File: src/rtl/fpcvt_wb_queue.sv
// Writeback queue between the FP-to-int converter and the integer writeback port.
// Optional same-cycle bypass when empty: define FPCVT_WBQ_BYPASS_EN.
module fpcvt_wb_queue #(
  parameter int DEPTH = 4,
  parameter int TAG_W = 9
) (
  input  logic               clk,
  input  logic               rst,
  input  logic               in_en,
  input  logic [63:0]        in_res,
  input  logic               in_alt,
  input  logic [TAG_W-1:0]   in_tag,
  input  logic [10:0]        in_flag,
  input  logic               flush,
  input  logic               out_rdy,
  output logic               out_en,
  output logic [63:0]        out_res,
  output logic               out_alt,
  output logic [TAG_W-1:0]   out_tag,
  output logic [10:0]        out_flag,
  output logic               stall,
  output logic [$clog2(DEPTH):0] cnt,
  output logic               ovf
);
  localparam int AW = $clog2(DEPTH);
  localparam int EW = 64 + 1 + TAG_W + 11;
  localparam logic [AW:0] L_FULL = (AW+1)'(DEPTH);
  localparam logic [AW:0] L_THR  = (AW+1)'(DEPTH - 1);

  logic [EW-1:0] r_mem [DEPTH];
  logic [AW-1:0] r_rd, r_wr;
  logic [AW:0]   r_cnt;
  logic          r_ovf;

  logic [EW-1:0] w_in, w_head, w_out;
  logic          w_nonempty, w_full, w_qpop, w_push, w_drop;

  assign w_in       = {in_res, in_alt, in_tag, in_flag};
  assign w_head     = r_mem[r_rd];
  assign w_nonempty = (r_cnt != '0);
  assign w_full     = (r_cnt == L_FULL);
  // Only stored entries are popped; a bypassed result never touches the array.
  assign w_qpop     = w_nonempty & out_rdy;
  assign w_drop     = in_en & ~flush & w_full & ~w_qpop;

`ifdef FPCVT_WBQ_BYPASS_EN
  logic w_byp;
  assign w_byp  = ~w_nonempty & in_en & ~flush;
  assign w_push = in_en & ~flush & (~w_full | w_qpop) & ~(w_byp & out_rdy);
  assign w_out  = w_nonempty ? w_head : (w_byp ? w_in : '0);
  assign out_en = w_nonempty | w_byp;
`else
  assign w_push = in_en & ~flush & (~w_full | w_qpop);
  assign w_out  = w_nonempty ? w_head : '0;
  assign out_en = w_nonempty;
`endif

  assign {out_res, out_alt, out_tag, out_flag} = w_out;
  assign stall = (r_cnt >= L_THR);
  assign cnt   = r_cnt;
  assign ovf   = r_ovf;

  always_ff @(posedge clk or posedge rst) begin
    if (rst) begin
      r_rd  <= '0;
      r_wr  <= '0;
      r_cnt <= '0;
      r_ovf <= 1'b0;
    end else begin
      if (w_drop) r_ovf <= 1'b1;
      if (flush) begin
        r_rd  <= '0;
        r_wr  <= '0;
        r_cnt <= '0;
      end else begin
        if (w_push) r_wr <= r_wr + 1'b1;
        if (w_qpop) r_rd <= r_rd + 1'b1;
        case ({w_push, w_qpop})
          2'b10:   r_cnt <= r_cnt + 1'b1;
          2'b01:   r_cnt <= r_cnt - 1'b1;
          default: r_cnt <= r_cnt;
        endcase
      end
    end
  end

  // Storage holds no reset; occupancy alone decides what is valid.
  always_ff @(posedge clk) begin
    if (w_push) r_mem[r_wr] <= w_in;
  end
endmodule

File: config.mk
export PLATFORM = sky130hd
export DESIGN_NAME = fpcvt_wb_queue
export DESIGN_NICKNAME = d
export VERILOG_FILES = /design/src/rtl/fpcvt_wb_queue.sv
export SDC_FILE = /design/constraint.sdc
export NUM_CORES = 1
export LEC_CHECK = 0
export ABC_AREA = 0
export BUFFER_PORTS_ARGS = -buffer_cell sky130_fd_sc_hd__buf_2
export CAP_MARGIN = 20
export CORE_MARGIN = 2
export CORE_UTILIZATION = 55
export CTS_BUF_LIST = sky130_fd_sc_hd__clkbuf_16
export DETAILED_ROUTE_END_ITERATION = 6
export PLACE_DENSITY = 0.83
export SLEW_MARGIN = 20
export SYNTH_ARGS = -nofsm -noshare
export SYNTH_HDL_FRONTEND = slang
export SYNTH_SLANG_ARGS = --single-unit
File: constraint.sdc
create_clock -name clk -period 4.7 [get_ports clk]
set_clock_uncertainty 0.1 [all_clocks]
set_input_delay 0.705 -clock clk [delete_from_list [all_inputs] [get_ports clk]]
set_output_delay 0.705 -clock clk [all_outputs]
set_load 0.03 [all_outputs]
# Yosys cells after proc, flatten, opt, wreduce, memory -nomap -nowiden
# Memories as Yosys holds them, arrays and structs flattened.
# Cells that the tools add are included.
[classes] addsub=4 n_lt_le_gt_ge=1 eq_ne=3 mux=9 n_bitwise=9 n_reduce_logical=4
[op_table] cell="$mux 85" count=1
[op_table] cell="$mux 2" count=4
[op_table] cell="$pmux 3 s2" count=1
[op_table] cell="$reduce_bool 3->1" count=2
[op_table] cell="$and 1x1->1" count=5
[op_table] cell="$add 2x1->2 const B" count=2
[op_table] cell="$reduce_bool 2->1" count=2
[op_table] cell="$add 3x1->3 const B" count=1
[op_table] cell="$eq 3x3->1 const B" count=1
[op_table] cell="$ge 3x2->1 const B" count=1
[op_table] cell="$mux 3" count=1
[op_table] cell="$not 1->1" count=3
[op_table] cell="$sub 3x1->3 const B" count=1
[op_table] cell="$eq 2x1->1 const B" count=1
[op_table] cell="$eq 2x2->1 const B" count=1
[op_table] cell="$mux 1" count=2
[op_table] cell="$or 1x1->1" count=1
[word_totals] reg_bits=8 mem_bits_rw=340 in_bits=90 out_inout_bits=91 elab_cells=35 mem_count=1
[mem_list] memory="r_mem" words=4 width=85 rd=1 rd_ports_with_merged_regs=0 write_ports=1 line="30" text="logic [EW-1:0] r_mem [DEPTH];"

# Depth between registers and ports, before layout
[depth] word_depth=7 mapped_depth=7 ltp_nobuf=6

# Worst setup path after synthesis
# OpenSTA, ideal clock, no wires.
[synth_timing] kind="input port to flip-flop" start="input in_en" end="memory r_mem[0][0] (netlist bit) (enable)" setup_ps=453 arrival_time_ps=3374 t_required_ps=4147 slack_ps=773 cell_stages=4 n_path_buf=1 cell_sequence="buf_2 > inv_1 > a311oi_2 > and2_1"
[synth_via] elab_chain_cells=4
[synth_lines] item="start, declared" line="9" text="input logic in_en,"
[synth_lines] item="$and 1x1->1 (2 in a row)" line="53" text="assign w_push = in_en & ~flush & (~w_full | w_qpop);"
[synth_lines] item="$mux 1" line="89" text="if (w_push) r_mem[r_wr] <= w_in;"
[synth_lines] item="$mux 1 (implied by the code)" line="89"
[synth_lines] item="end, declared" line="30"
# No other way between the ends.

# Worst setup path after layout
[layout_timing] start="register r_rd[0]" end="output out_res[52]"
[layout_via] elab_chain_cells=2
[layout_lines] item="start, declared" line="31" text="logic [AW-1:0] r_rd, r_wr;"
[layout_lines] item="start signal, assigned" line="77" text="if (w_qpop) r_rd <= r_rd + 1'b1;"
[layout_lines] item="$mem_v2 4x85"
[layout_lines] item="$mux 85" line="54" text="assign w_out = w_nonempty ? w_head : '0;"
[layout_lines] item="end, declared" line="17" text="output logic [63:0] out_res,"
# No other way between the ends.

==> metrics <==
buffer count from post-CTS setup fixing=0; Ys Warns=0; Pre-antenna DRT Iters=5; Die Height=approximately 160 um; ys async rst share=~2.3%; Hold Path Class=in -> async; Synth area leader=edfxtp_1; Post-synth top cells=edfxtp_1, and2_1, mux4_2; final hold violations=0; crit path max-delay cell type=dfrtp_4; I/O Pins=181; area grow syn2layout=16.95%; Core Rows=57; total die area=25700 sq um; CP required=3.89 ns; Synth Register Bits=348; global placer's final weighted congestion=around 0.73; fill count=1561; Most used DFF post-synth=edfxtp_1; max cap viols=0; nets=889; CTS Hold Bufs=0; TritonCTS buffer count=34; TNS Setup=0 ns; Mapped Nets=around 700; WL final=between 20000 and 25000 um; Placed Area=14680 sq um; Max FO, Critical Path=48; DRC errors left=0; sequential cell area=~10000 sq um; count leader, synth=edfxtp_1; final period utilization=approximately 73%; area of the core=24180 sq um; post-layout min period=between 3 and 4 ns; Setup WS post-layout=1.282 ns; cell area power density=467.3 nW/um^2; pre-CTS WS=roughly 1.6 ns; endpoint class of the critical path=primary output; total gr overflow=0; post-DP HPWL=14240 um; WL per Instance=about 21 um; First DRT Iteration DRCs=between 500 and 600; top cell type's share of synthesized area=about three quarters; Avg Synthesized Cell Area=roughly 22 sq um; post-synthesis sequential area ratio=approximately 77%; final count of negative-setup-slack endpoints=0; Netlist Area Pre-Place=between 10000 and 15000 sq um; crit path launch type=flop; slew margin rel.=between 40% and 50%; largest net degree at the start of global routing=just under 90; CTS tree=yes; Post-Synthesis Cells=approximately 610; Root Buffer=clkbuf_16; synth top area cells=edfxtp_1, mux4_2, and2_1, dfrtp_1, buf_2; PostCTS Resize Cnt=0; Via density=5.560; P_leak=about 0.0054 uW; IO Port Bufs=180; Tot GR Track Use=slightly below 20%; Clk Latency, worst-skew pair=approximately 0.5 ns; number of flops mapped to enable cells by yosys=340; antenna violations before repair=2; DIE WIDTH=around 160 um; final instance area=approximately 16000 sq um; Unique masters post-synth=37; Worst-path clk slew=approximately 0.060 ns; Initial Util=~56%; Peak Freq=between 200 and 300 MHz; WP data arrival=approximately 2.6 ns; via count=roughly 6300; layout cell share with drive strength beyond 1=about 40%; final max-slew violation count=0; r2r worst-path depth=4; Worst path max stage delay=between 0.7 and 0.8 ns; outcome=finished, final reports clean; H-tree Lvls=2; Reg2Reg Setup Slack=1.97 ns; first-pass GRT wire length=~38000 um; Worst Max-Slew Pin Slew=approximately 0.87 ns; area of the multi-input gates=~2800 sq um; Clock Path Buffers=3; critical path class=reg -> out; Post-DRT Antenna Nets=0; RSZ-0062 raised after global routing=no; ordered cell list for the critical path=buf_12 > mux4_2 > and2_1 > buf_2; vias in the first global route=~6600; CTS Sinks=~350; maximum vdd drop=around 0.32 mV
-- registers in the layout, summed over array words and instances (netlist names) --
| register | flops |
|---|---|
| r_wr | 2 |
| cnt | 3 |
| r_mem | 340 |
| ovf | 1 |
| r_rd | 2 |
-- worst max-delay path, delay by kind of cell (launching register included) --
| family | cells | cell delay (ns) |
|---|---|---|
| buffers and inverters | 2 | 0.59 |
| flip-flops | 1 | 0.73 |
| AND/OR/NAND/NOR | 1 | 0.19 |
| multiplexers | 1 | 0.59 |
-- placed cells by master (no fill, tap or decap), drive strengths merged --
cell,count
mux4,85
mux2i,1
bufinv,1
diode,2
o21ai,1
inv,18
a21oi,3
a31oi,2
xnor2,1
o31ai,1
clkinv,10
or4,1
o311ai,1
buf,187
or2,1
nand3b,1
nor2,4
dfrtp,8
clkbuf,37
a311oi,1
nand2b,1
edfxtp,340
or3,1
nand3,2
mux2,1
a21o,1
nand2,3
o2111ai,2
ha,4
fa,1
o41ai,1
xor2,3
o211ai,1
and2,89
nor4bb,1
-- per-stage QoR --
stage	power, uW	instances	util, %	hold WS, ns
floorplan	4578	606	-	0.4029
global placement	4909	1082	60.73	0.3759
detailed placement	4933	1082	60.73	0.3708
CTS	7424	1139	65.00	0.05101
global route	7625	1139	65.00	0.06806
finish	7346	1141	65.02	0.05991
-- final timing paths --
| check | to | startpoint |
|---|---|---|
| min reg2reg | ovf$_DFFE_PP0P_ | ovf$_DFFE_PP0P_ |
| min | cnt[0]$_DFFE_PP0P_ | rst |
| max in group asynchronous | r_rd[0]$_DFFE_PP0P_ | rst |
| max reg2reg | r_mem[3][43]$_DFFE_PP_ | cnt[0]$_DFFE_PP0P_ |
| max | out_res[52] | r_rd[0]$_DFFE_PP0P_ |
| min in group clk | r_mem[1][73]$_DFFE_PP_ | in_res[52] |
-- area by class of cell --
cell class | instances | share of cell area [%]
inverters | 9 | 0.2149
diodes | 2 | 0.03184
flip-flops and latches | 348 | 66.27
well taps | 324 | 2.579
clock buffers | 37 | 5.890
clock inverters | 20 | 0.6686
multi-input cells | 214 | 17.80
repair buffers | 187 | 6.543
-- where the power goes --
| part | total [uW] | switching, uW | internal [uW] | leakage [uW] |
|---|---|---|---|---|
| clock | 2500 | 1040 | 1460 | 0.000541 |
| combinational | 1250 | 773 | 474 | 0.00172 |
| sequential | 3600 | 64.3 | 3540 | 0.00319 |
-- per-layer routing --
layer	share of wire, %	GRT usage [%]	vias to the layer above
met5	0.049	0	-
met4	1.9	5.242	2
met3	8.0	4.778	40
met2	49	30.62	255
met1	42	27.80	3223
li1	-	-	2824
-- cell families after synthesis --
kind of cell	share of synthesized area, %
fa+ha+maj	0.5213
flops	77.45
simple gates	4.776
mux	14.40
compound gates	0.7820
xor+xnor	0.2607
buf+inv	1.806
(Power assumes the default switching activity.)
